--- src/rtl/img_buffer_if.sv ---
// rtl/img_buffer_if.sv - byte stream handshake into the image buffer
interface img_buffer_if;
    logic [7:0] rx_byte;
    logic       rx_valid;
    logic       rx_ready;

    modport master (output rx_byte, output rx_valid, input rx_ready);
    modport slave  (input rx_byte, input rx_valid, output rx_ready);
endinterface

--- src/rtl/img_buffer.sv ---
// rtl/img_buffer.sv - assembles NUM_BYTES incoming bytes into one wide image word
module img_buffer #(
    parameter int NUM_BYTES = 113,
    parameter int IMG_BITS  = NUM_BYTES * 8,
    localparam int CNT_W    = $clog2(NUM_BYTES + 1)
) (
    input  logic                clk,
    input  logic                rst_n,
    img_buffer_if.slave         rx,
    input  logic                buf_clear,
    output logic [IMG_BITS-1:0] img_out,
    output logic                img_buffer_full,
    output logic [CNT_W-1:0]    byte_count,
    output logic                overflow
);

    localparam int LSB_W = $clog2(IMG_BITS);
    localparam logic [CNT_W-1:0] LAST_IDX = CNT_W'(NUM_BYTES - 1);

    typedef enum logic [1:0] {
        EMPTY   = 2'd0,
        FILLING = 2'd1,
        FULL    = 2'd2
    } state_t;

    state_t           state;
    logic             accept;
    logic [LSB_W-1:0] wr_lsb;

    assign rx.rx_ready = (state != FULL);
    assign accept      = rx.rx_valid && rx.rx_ready && !buf_clear;

    // First accepted byte fills the top of the image; later bytes walk toward bit 0.
    assign wr_lsb = LSB_W'(IMG_BITS - 8 - 8 * int'(byte_count));

    always_ff @(posedge clk or negedge rst_n) begin
        if (!rst_n) begin
            state           <= EMPTY;
            byte_count      <= '0;
            img_out         <= '0;
            img_buffer_full <= 1'b0;
            overflow        <= 1'b0;
        end else if (buf_clear) begin
            state           <= EMPTY;
            byte_count      <= '0;
            img_out         <= '0;
            img_buffer_full <= 1'b0;
            overflow        <= 1'b0;
        end else if (accept) begin
            img_out[wr_lsb +: 8] <= rx.rx_byte;
            byte_count           <= byte_count + CNT_W'(1);
            if (byte_count == LAST_IDX) begin
                state           <= FULL;
                img_buffer_full <= 1'b1;
            end else begin
                state <= FILLING;
            end
        end else if (rx.rx_valid && state == FULL) begin
            overflow <= 1'b1;
        end
    end

endmodule

--- src/flat_wrapper.sv ---
// flat-port wrapper written by rule: the top's interface ports become plain ports
module img_buffer_flat 
#(
    parameter int NUM_BYTES = 113,
    parameter int IMG_BITS  = NUM_BYTES * 8,
    localparam int CNT_W    = $clog2(NUM_BYTES + 1)
)
  (clk, rst_n, buf_clear, img_out, img_buffer_full, byte_count, overflow, rx_rx_byte, rx_rx_valid, rx_rx_ready);
  img_buffer_if rx_i ();
  input  logic clk;
  input  logic rst_n;
  input  logic buf_clear;
  output logic [IMG_BITS-1:0] img_out;
  output logic img_buffer_full;
  output logic [CNT_W-1:0] byte_count;
  output logic overflow;
  input wire logic [$bits(rx_i.rx_byte)-1:0] rx_rx_byte;
  input wire logic [$bits(rx_i.rx_valid)-1:0] rx_rx_valid;
  output wire logic [$bits(rx_i.rx_ready)-1:0] rx_rx_ready;
  assign rx_i.rx_byte = rx_rx_byte;
  assign rx_i.rx_valid = rx_rx_valid;
  assign rx_rx_ready = rx_i.rx_ready;
  img_buffer #(.NUM_BYTES(NUM_BYTES), .IMG_BITS(IMG_BITS)) u_core (.clk(clk), .rst_n(rst_n), .rx(rx_i), .buf_clear(buf_clear), .img_out(img_out), .img_buffer_full(img_buffer_full), .byte_count(byte_count), .overflow(overflow));
endmodule
--- config.mk ---
export PLATFORM = sky130hd
export DESIGN_NAME = img_buffer_flat
export DESIGN_NICKNAME = d
export VERILOG_FILES = /design/src/rtl/img_buffer_if.sv /design/src/rtl/img_buffer.sv /design/src/flat_wrapper.sv
export SDC_FILE = /design/constraint.sdc
export NUM_CORES = 1
export LEC_CHECK = 0
export ABC_CLOCK_PERIOD_IN_PS = 6400
export CORE_UTILIZATION = 29
export DETAILED_ROUTE_END_ITERATION = 10
export PLACE_DENSITY = 0.55
export SLEW_MARGIN = 15
export SYNTH_ARGS = -nofsm -noshare
export SYNTH_HDL_FRONTEND = slang
export SYNTH_SLANG_ARGS = --single-unit
--- constraint.sdc ---
create_clock -name clk -period 6.4 [get_ports clk]
set_input_delay 0.64 -clock clk [delete_from_list [all_inputs] [get_ports clk]]
set_output_delay 0.64 -clock clk [all_outputs]
set_load 0.02 [all_outputs]
After elaboration in Yosys (flattened, before gate mapping)
Index checks and enable logic that the tools add are counted.
W data, S select, Z words.

word-level totals
  register bits = 915
  input port bits = 12
  output and inout bits = 914
  word-level logic and storage cells = 37

cells by class
  add/sub/neg operators = 3
  equal/unequal tests = 4
  shift operators = 2
  muxes and demuxes = 14
  reduce and logical (&&, ||, !) cells = 9

operators with widths
  cell                        count
  $mux W904                   2
  $bwmux W904                 1
  $shift A8 B12 Y904 const A  1
  $shiftx A8 B12 Y904         1
  $mux W7                     2
  $neg A10 Y12                1
  $sub A10 B10 Y10 const A    1
  $add A7 B1 Y7 const B       1
  $eq A7 B7 Y1 const B        1
  $mux W1                     6
  $mux W2                     3
  $reduce_bool A2 Y1          3
  $ne A2 B2 Y1 const B        2
  $reduce_and A2 Y1           2
  $logic_and A1 B1 Y1         3
  $eq A2 B2 Y1 const B        1
  $logic_not A1 Y1            1

Depth between registers and ports, before layout
Gate-level depths: netlist of the first run.

  depth after elaboration = 6
  mapped depth = 14
  mapped depth without buffers = 8

Worst setup path before layout of the first run
No wires, ideal clock.

  kind = register -> register
  start point = reg u_core.byte_count[0]
  end point = reg u_core.img_out[751]
  library setup time = 0.125 ns
  data arrival time = 3.334 ns
  required time = 6.275 ns
  setup slack = 2.941 ns
  stages on the path, launching flop included = 13
  buffers on the path = 4
  period minus slack after synthesis = 3.459 ns
  cell sequence = dfrtp_1 -> buf_2 -> inv_1 -> ha_1 -> or2_1 -> buf_2 -> or2_1 -> o21a_1 -> buf_4 -> xnor2_4 -> buf_2 -> nor3_1 -> mux2_2

between the ends
  word-level cells in the longest chain between the ends = 6
  elaborated cells on any way between the ends = 7
  those cells by class = add/sub: 2; shift: 2; mux: 3

ends and longest elaborated chain
  element                                                           RTL line          source
  start, declared                                                   img_buffer.sv:13  output logic [CNT_W-1:0] byte_count,
  start signal, assigned                                            img_buffer.sv:51  byte_count <= byte_count + CNT_W'(1);
  $sub A10 B10 Y10 (*)                                              img_buffer.sv:34  assign wr_lsb = LSB_W'(IMG_BITS - 8 - 8 * int'(byte_count));
  $neg A10 Y12 (*)                                                  img_buffer.sv:50  img_out[wr_lsb +: 8] <= rx.rx_byte;
  $shiftx A8 B12 Y904 / $shift A8 B12 Y904 (equally long branches)  img_buffer.sv:50
  $bwmux W904 (*)                                                   img_buffer.sv:50
  $mux W904 (*)                                                     img_buffer.sv:49  end else if (accept) begin
  $mux W904 (*)                                                     img_buffer.sv:43  end else if (buf_clear) begin
  end signal, assigned by index                                     img_buffer.sv:50
  end, declared                                                     img_buffer.sv:11  output logic [IMG_BITS-1:0] img_out,

Every way passes the cells marked *; elsewhere a longest branch is shown, timed or not. The select of a mux whose other input is x is not followed.
A chain may end at the register's enable or synchronous reset.

Final worst setup path of the first run
  start point = reg u_core.byte_count[0]
  end point = reg u_core.img_out[289]

Same word-level chain as after synthesis.

==> flow_metrics.tcl, run 1 <==
set metrics [dict create \
    syn-instance-count 3277 \
    fin_crit_sh 0.807 \
    nNetsFinal 4153 \
    ff2ff_setup_slack_ns 1.24 \
    cts_resized 0 \
    tightest_slew_ns 1.21 \
    cts.htree.levels 3 \
    cp-end-kind "flop" \
    final_cells 5976 \
    synth_flop_cell "dfrtp_1" \
    critPathMaxStageDelay_ns 0.93 \
    ios 926 \
    power_density_mw_per_mm2 241 \
    fin_tns_setup_ns 0 \
    start_util 0.293 \
    cap_violations 0 \
    start_kind "flop" \
    grt_use_met2 0.454 \
    cp.arrival_ns 5.69 \
    grt_pass1_vias 32686 \
    utilization 0.405 \
    crit_fanout 44 \
    max_freq_mhz 194 \
    rows 133 \
    hold_buffers 1 \
    hold_viol 0 \
    path_class "reg -> reg" \
    grt_usage 0.285 \
    grt_most_used_layer "met2" \
    slew_viol_final 0 \
    status "finished clean" \
    drive_gt1_frac 0.0991 \
    min_path_cells 2 \
    ys_seq_elements 915 \
    crit_chain "inv_1, ha_1, or2_1, or2_1, o21a_1, xnor2_4, buf_4, nand3_1, mux2i_1" \
    syn_area_per_cell_sq_um 11.8 \
    grt_use_met1 0.362 \
    wirelength_microns 197000 \
    reg2regPathDepth 9 \
    cts_tree "built" \
    place_inst 5784 \
    postLayoutCellArea_sq_mm 0.0534 \
    clock_skew_ns 0.0427 \
    cts_sinks 915 \
    portBuffers 925 \
    dieArea_sq_mm 0.135 \
    drtPass1Iterations 8 \
    ir_drop_mv 0.198 \
    ys_async_sr_fraction 1.00 \
    seqCellArea_sq_mm 0.0229 \
    synth.largest_area_cell "dfrtp_1" \
    relSlewSlack 0.191 \
    gr-usage-met3 0.0841 \
    required_ns 6.93 \
    synth_edf_count 0 \
    syn-cell-area_sq_mm 0.0386 \
    synthTopCellsByArea "dfrtp_1, mux2i_1, o2bb2ai_1, nand2_1, a22o_1" \
    rsz0062_at_grt "false" \
    insertion_delay_ns 0.74 \
    clk_pin_slew_worst_paths_ns 0.07 \
    multi_input_area_sq_mm 0.0147 \
    die_y_microns 367 \
    dr_total_vias 32528 \
    drc 0 \
    grt_max_degree 156 \
    nFillCells 12761 \
    vias_per_cell 5.44 \
    grt_pass1_wl_microns 273000 \
    critPathTopFamily "simple AND/OR/NAND/NOR gates" \
    drt-initial-drc-count 3016 \
    cts_setup_buffers 0 \
    worst_path_max_delay_cell "xnor2_4" \
    place_hpwl_microns 143000 \
    leakage_nw 23.1 \
    yosysSeqAreaShare 0.593 \
    wl_per_cell_microns 33.0 \
    cts_buffers 104 \
    ant_nets 0 \
    synth.distinct_cells 81 \
    path_buf_inv 2 \
    syn_nets 3294 \
    cp.depth 9 \
    area_delta_synth_final_pct 38.2 \
    yosysWarnings 0 \
    clockBufferDepth 3 \
    cts-root-buf "clkbuf_16" \
    place_area_sq_mm 0.0499 \
    setup_viol 0 \
    fp.coreArea_sq_mm 0.132 \
    place.gp.congestion 0.880 \
    hold_class "in -> reg" \
    grt_overflow 0 \
    synth_top_cell_area_share 0.593 \
    antenna_found_initial 11 \
    hold_ws_ns 0.325 \
    cp_common_cell "or2_1" \
    min_period_ns 5.16 \
    die_w_microns 367 \
]
## sequential cells by signal (all words and copies together), names as in the netlist
name                    flops
u_core.overflow             1
u_core.img_out            904
u_core.byte_count           7
u_core.state                2
u_core.img_buffer_full      1
## cell families (layout without fill, tap and decap cells)
family / Yosys count / in the layout / share of synthesized area
other: 0 / 4 / 0
xor gates and xnor gates: 8 / 8 / 0.00279
muxes: 315 / 315 / 0.0822
buffers and inverters: 285 / 1225 / 0.0319
AOI/OAI and AO/OA: 780 / 780 / 0.167
adders and majority gates: 5 / 5 / 0.00162
DFF: 915 / 915 / 0.593
and+or+nand+nor: 969 / 969 / 0.122
## worst paths after layout
| check | startpoint | end |
|---|---|---|
| max | u_core.byte_count[0]$_DFFE_PN0P_ | u_core.img_out[289]$_DFFE_PN0P_ |
| min | buf_clear | u_core.img_out[163]$_DFFE_PN0P_ |
| max reg2reg | u_core.byte_count[0]$_DFFE_PN0P_ | u_core.img_out[289]$_DFFE_PN0P_ |
| min reg2reg | u_core.img_out[882]$_DFFE_PN0P_ | u_core.img_out[882]$_DFFE_PN0P_ |
| max in group asynchronous | rst_n | u_core.img_out[304]$_DFFE_PN0P_ |
| min in group asynchronous | rst_n | u_core.img_out[445]$_DFFE_PN0P_ |
## placed cells by master (no fill, tap or decap), types with 8 or more instances in the layout
cell type	synthesis	layout
clkbuf_1	173	20
and3_1	26	26
o31ai_1	15	15
nand2b_1	9	9
nor4_1	26	23
buf_12	0	8
mux2i_1	297	294
and2_1	16	16
o211ai_1	10	10
a31oi_2	21	21
nor2b_1	25	25
nor3_1	52	43
inv_1	26	26
clkdlybuf4s50_1	0	915
nor3_2	11	20
o21ai_0	67	66
a21oi_1	68	68
o2bb2ai_1	261	261
nand3_2	18	18
o311ai_0	8	8
nand2_1	447	446
clkbuf_16	0	105
bufinv_16	0	9
a31o_2	29	29
dfrtp_1	915	915
nor2_1	100	95
a22o_1	113	113
o32ai_1	9	9
a32o_1	83	83
clkinv_2	0	16
or3_1	33	33
a2bb2o_1	16	16
clkbuf_8	0	25
mux2_2	18	18
buf_4	14	79
nand3_1	148	148
nand4_1	22	22
a31oi_1	40	39
## power breakdown
group	switching (mW)	total [mW]	internal (mW)	leakage [nW]
Sequential	0.0119	5.81	5.79	12.8
Combinational	0.671	0.804	0.133	8.59
Clock	2.59	6.24	3.65	1.73
Total	3.27	12.9	9.58	23.1
## routing by layer
metal,vias to the layer above,share of wire
met4,2,0.042
li1,13857,-
met3,295,0.082
met5,-,0.00010
met1,16962,0.41
met2,1412,0.47
## stage by stage
step	power, mW	setup WS, ns
2_1_floorplan	6.25	2.94
3_3_place_gp	6.72	1.42
3_5_place_dp	6.72	1.33
4_1_cts	13.0	1.28
5_1_grt	13.2	1.03
6_report	12.9	1.24
## Yosys cell counts, types with 18 or more instances
cell         n
a31o_2      29
clkbuf_1   173
nand2_1    447
or3_1       33
mux2_2      18
nand4_1     22
and3_1      26
a21oi_1     68
a32o_1      83
o2bb2ai_1  261
dfrtp_1    915
nor3_1      52
o21ai_0     67
nor4_1      26
a31oi_2     21
a22o_1     113
inv_1       26
nand3_1    148
nand3_2     18
buf_2       56
nor2_1     100
mux2i_1    297
nor2b_1     25
a31oi_1     40
## layout make-up
class / instances / area share
Antenna cell: 4 / 0.000187
Clock buffer: 149 / 0.0568
Clock inverter: 38 / 0.00909
Inverter: 30 / 0.00225
Multi-Input combinational cell: 2077 / 0.275
Sequential cell: 915 / 0.429
Tap cell: 1755 / 0.0411
Timing Repair Buffer: 1008 / 0.187
Note: power is estimated with default switching activity, not from simulation.
==> run 2: changes to the inputs <==
--- a/config.mk
+++ b/config.mk
@@ -5,10 +5,10 @@
 export SDC_FILE = /design/constraint.sdc
 export NUM_CORES = 1
 export LEC_CHECK = 0
-export ABC_CLOCK_PERIOD_IN_PS = 6400
+export ABC_CLOCK_PERIOD_IN_PS = 4160
 export CORE_UTILIZATION = 29
 export DETAILED_ROUTE_END_ITERATION = 10
-export PLACE_DENSITY = 0.55
+export PLACE_DENSITY = 0.57
 export SLEW_MARGIN = 15
 export SYNTH_ARGS = -nofsm -noshare
 export SYNTH_HDL_FRONTEND = slang
==> constraint.sdc (replaced) <==
create_clock -name clk -period 4.16 [get_ports clk]
set_input_delay 0.416 -clock clk [delete_from_list [all_inputs] [get_ports clk]]
set_output_delay 0.416 -clock clk [all_outputs]
set_load 0.02 [all_outputs]
==> run 2 against run 1 <==
Total power increased by 55%; sequential share of layout area decreased by 0.47 points; final cell count up 1.2%; global-route usage grew 0.27 points; wire length up 0.90%.
==> flow_metrics.tcl, run 2 (same netlist as run 1, synthesis figures left out) <==
set metrics [dict create \
    drtPass1Iterations 7 \
    dieArea_sq_mm 0.135 \
    crit_fanout 9 \
    relSlewSlack 0.127 \
    portBuffers 925 \
    utilization 0.410 \
    dr_total_vias 33352 \
    largest_reg_flops 904 \
    fin_crit_sh 0.943 \
    ir_drop_mv 0.269 \
    ios 926 \
    cp-end-kind "flop" \
    hold_class "in -> reg" \
    critPathTopFamily "simple AND/OR/NAND/NOR gates" \
    antenna_found_initial 9 \
    wl_per_cell_microns 32.9 \
    ant_nets 0 \
    cts_resized 0 \
    final_cell_mix "clkdlybuf4s50_1, dfrtp_1, nand2_1, mux2i_1, o2bb2ai_1" \
    critPathMaxStageDelay_ns 0.94 \
    grt_pass1_wl_microns 275000 \
    vias_per_cell 5.52 \
    largestRegisters "u_core.img_out (904), u_core.byte_count (7), u_core.state (2)" \
    start_util 0.293 \
    leakage_nw 23.5 \
    slew_viol_final 0 \
    status "finished clean" \
    tightest_slew_ns 1.30 \
    drc 0 \
    path_class "reg -> reg" \
    power_density_mw_per_mm2 370 \
    required_ns 4.77 \
    drive_gt1_frac 0.113 \
    worst_path_max_delay_cell "nor3_2" \
    die_w_microns 367 \
    rows 133 \
    r2r_start "u_core.byte_count[0]$_DFFE_PN0P_" \
    path_buf_inv 1 \
    fp.coreArea_sq_mm 0.132 \
    cts_sinks 915 \
    fin_tns_setup_ns 0 \
    place.gp.congestion 0.923 \
    grt_pass1_vias 33245 \
    nNetsFinal 4219 \
    cts_tree "built" \
    insertion_delay_ns 0.75 \
    clockBufferDepth 3 \
    clock_skew_ns 0.0387 \
    regMostFlops "u_core.img_out" \
    ff2ff_setup_slack_ns 0.24 \
    max_freq_mhz 255 \
    area_delta_synth_final_pct 39.7 \
    cap_violations 0 \
    cts-root-buf "clkbuf_16" \
    clk_pin_slew_worst_paths_ns 0.06 \
    crit_chain "inv_1, ha_1, nand2b_1, o21a_1, nor3_2, and3_1, a31oi_1, a32o_1" \
    grt_max_degree 166 \
    cts_buffers 103 \
    cts.htree.levels 3 \
    wirelength_microns 199000 \
    min_period_ns 3.92 \
    grt_overflow 0 \
    die_y_microns 367 \
    setup_viol 0 \
    cp.depth 8 \
    place_hpwl_microns 146000 \
    rsz0062_at_grt "false" \
    cp.arrival_ns 4.54 \
    grt_usage 0.288 \
    drt-initial-drc-count 3459 \
    r2r_end "u_core.img_out[874]$_DFFE_PN0P_" \
    crit_end "u_core.img_out[874]$_DFFE_PN0P_" \
    reg2regPathDepth 8 \
    crit_start "u_core.byte_count[0]$_DFFE_PN0P_" \
    hold_viol 0 \
    start_kind "flop" \
]
run 2: cell types whose count changed in the layout (fill, tap and decap cells not counted), sizes merged:
cell,previous run,this run
clkbuf,150,149
clkinv,24,25
inv,31,33
diode,4,3
buf,91,158
clkinvlp,4,3
bufinv,9,12
run 2: area by class of cell:
type	instances	area, sq um
diodes	3	7.51
inverters	30	120
repair buffers	1075	10500
fillers	12682	77800
clock inverters	43	591
well taps	1755	2200
flip-flops and latches	915	22900
clock buffers	148	2950
multi-input cells	2077	14700
run 2: worst min path at each step:
stage,start,to,slack [ns],cells past startpoint
floorplan,rst_n,u_core.byte_count[0]$_DFFE_PN0P_,0.12,0
global placement,u_core.img_out[286]$_DFFE_PN0P_,u_core.img_out[286]$_DFFE_PN0P_,0.47,1
detailed placement,u_core.img_out[266]$_DFFE_PN0P_,u_core.img_out[266]$_DFFE_PN0P_,0.47,1
CTS,buf_clear,u_core.img_out[720]$_DFFE_PN0P_,0.01,4
global route,buf_clear,u_core.img_out[727]$_DFFE_PN0P_,0.07,4
finish,buf_clear,u_core.img_out[467]$_DFFE_PN0P_,0.08,4
run 2: where the power goes:
part / switching (mW) / internal, mW
clock: 4.04 / 5.68
sequential: 0.0104 / 8.91
combinational: 1.07 / 0.242
run 2: tightest hold or removal path, cell delays in order:
cell      delay [ns]
clkbuf_8        0.13
inv_8           0.09
nand2_1         0.08
mux2i_1         0.06
run 2: what timing repair did:
| item | 4_1_cts | 5_1_grt |
|---|---|---|
| setup buffers | 0 | 0 |
| hold endpoints to repair | 60 | 0 |
| hold buffers | 1 | 0 |
run 2: metal layers:
layer / global-route usage / up-vias / share of wire
met1: 0.363 / 17419 / 0.40
met3: 0.0914 / 335 / 0.093
li1: - / 13979 / -
met2: 0.452 / 1617 / 0.46
met5: 0 / - / 0.000065
met4: 0.126 / 2 / 0.045
run 2: stage by stage:
stage          hold slack, ns  setup WS [ns]  total power [mW]  area [sq um]  std cells
4_1_cts                0.0111          0.221              20.1         54000       6043
6_report               0.0807          0.236              20.0         54000       6046
2_1_floorplan           0.120          0.701              9.61         38600       3277
5_1_grt                0.0743         0.0682              20.5         54000       6044
3_5_place_dp            0.472          0.246              10.4         50400       5851
3_3_place_gp            0.470          0.221              10.4         50400       5851
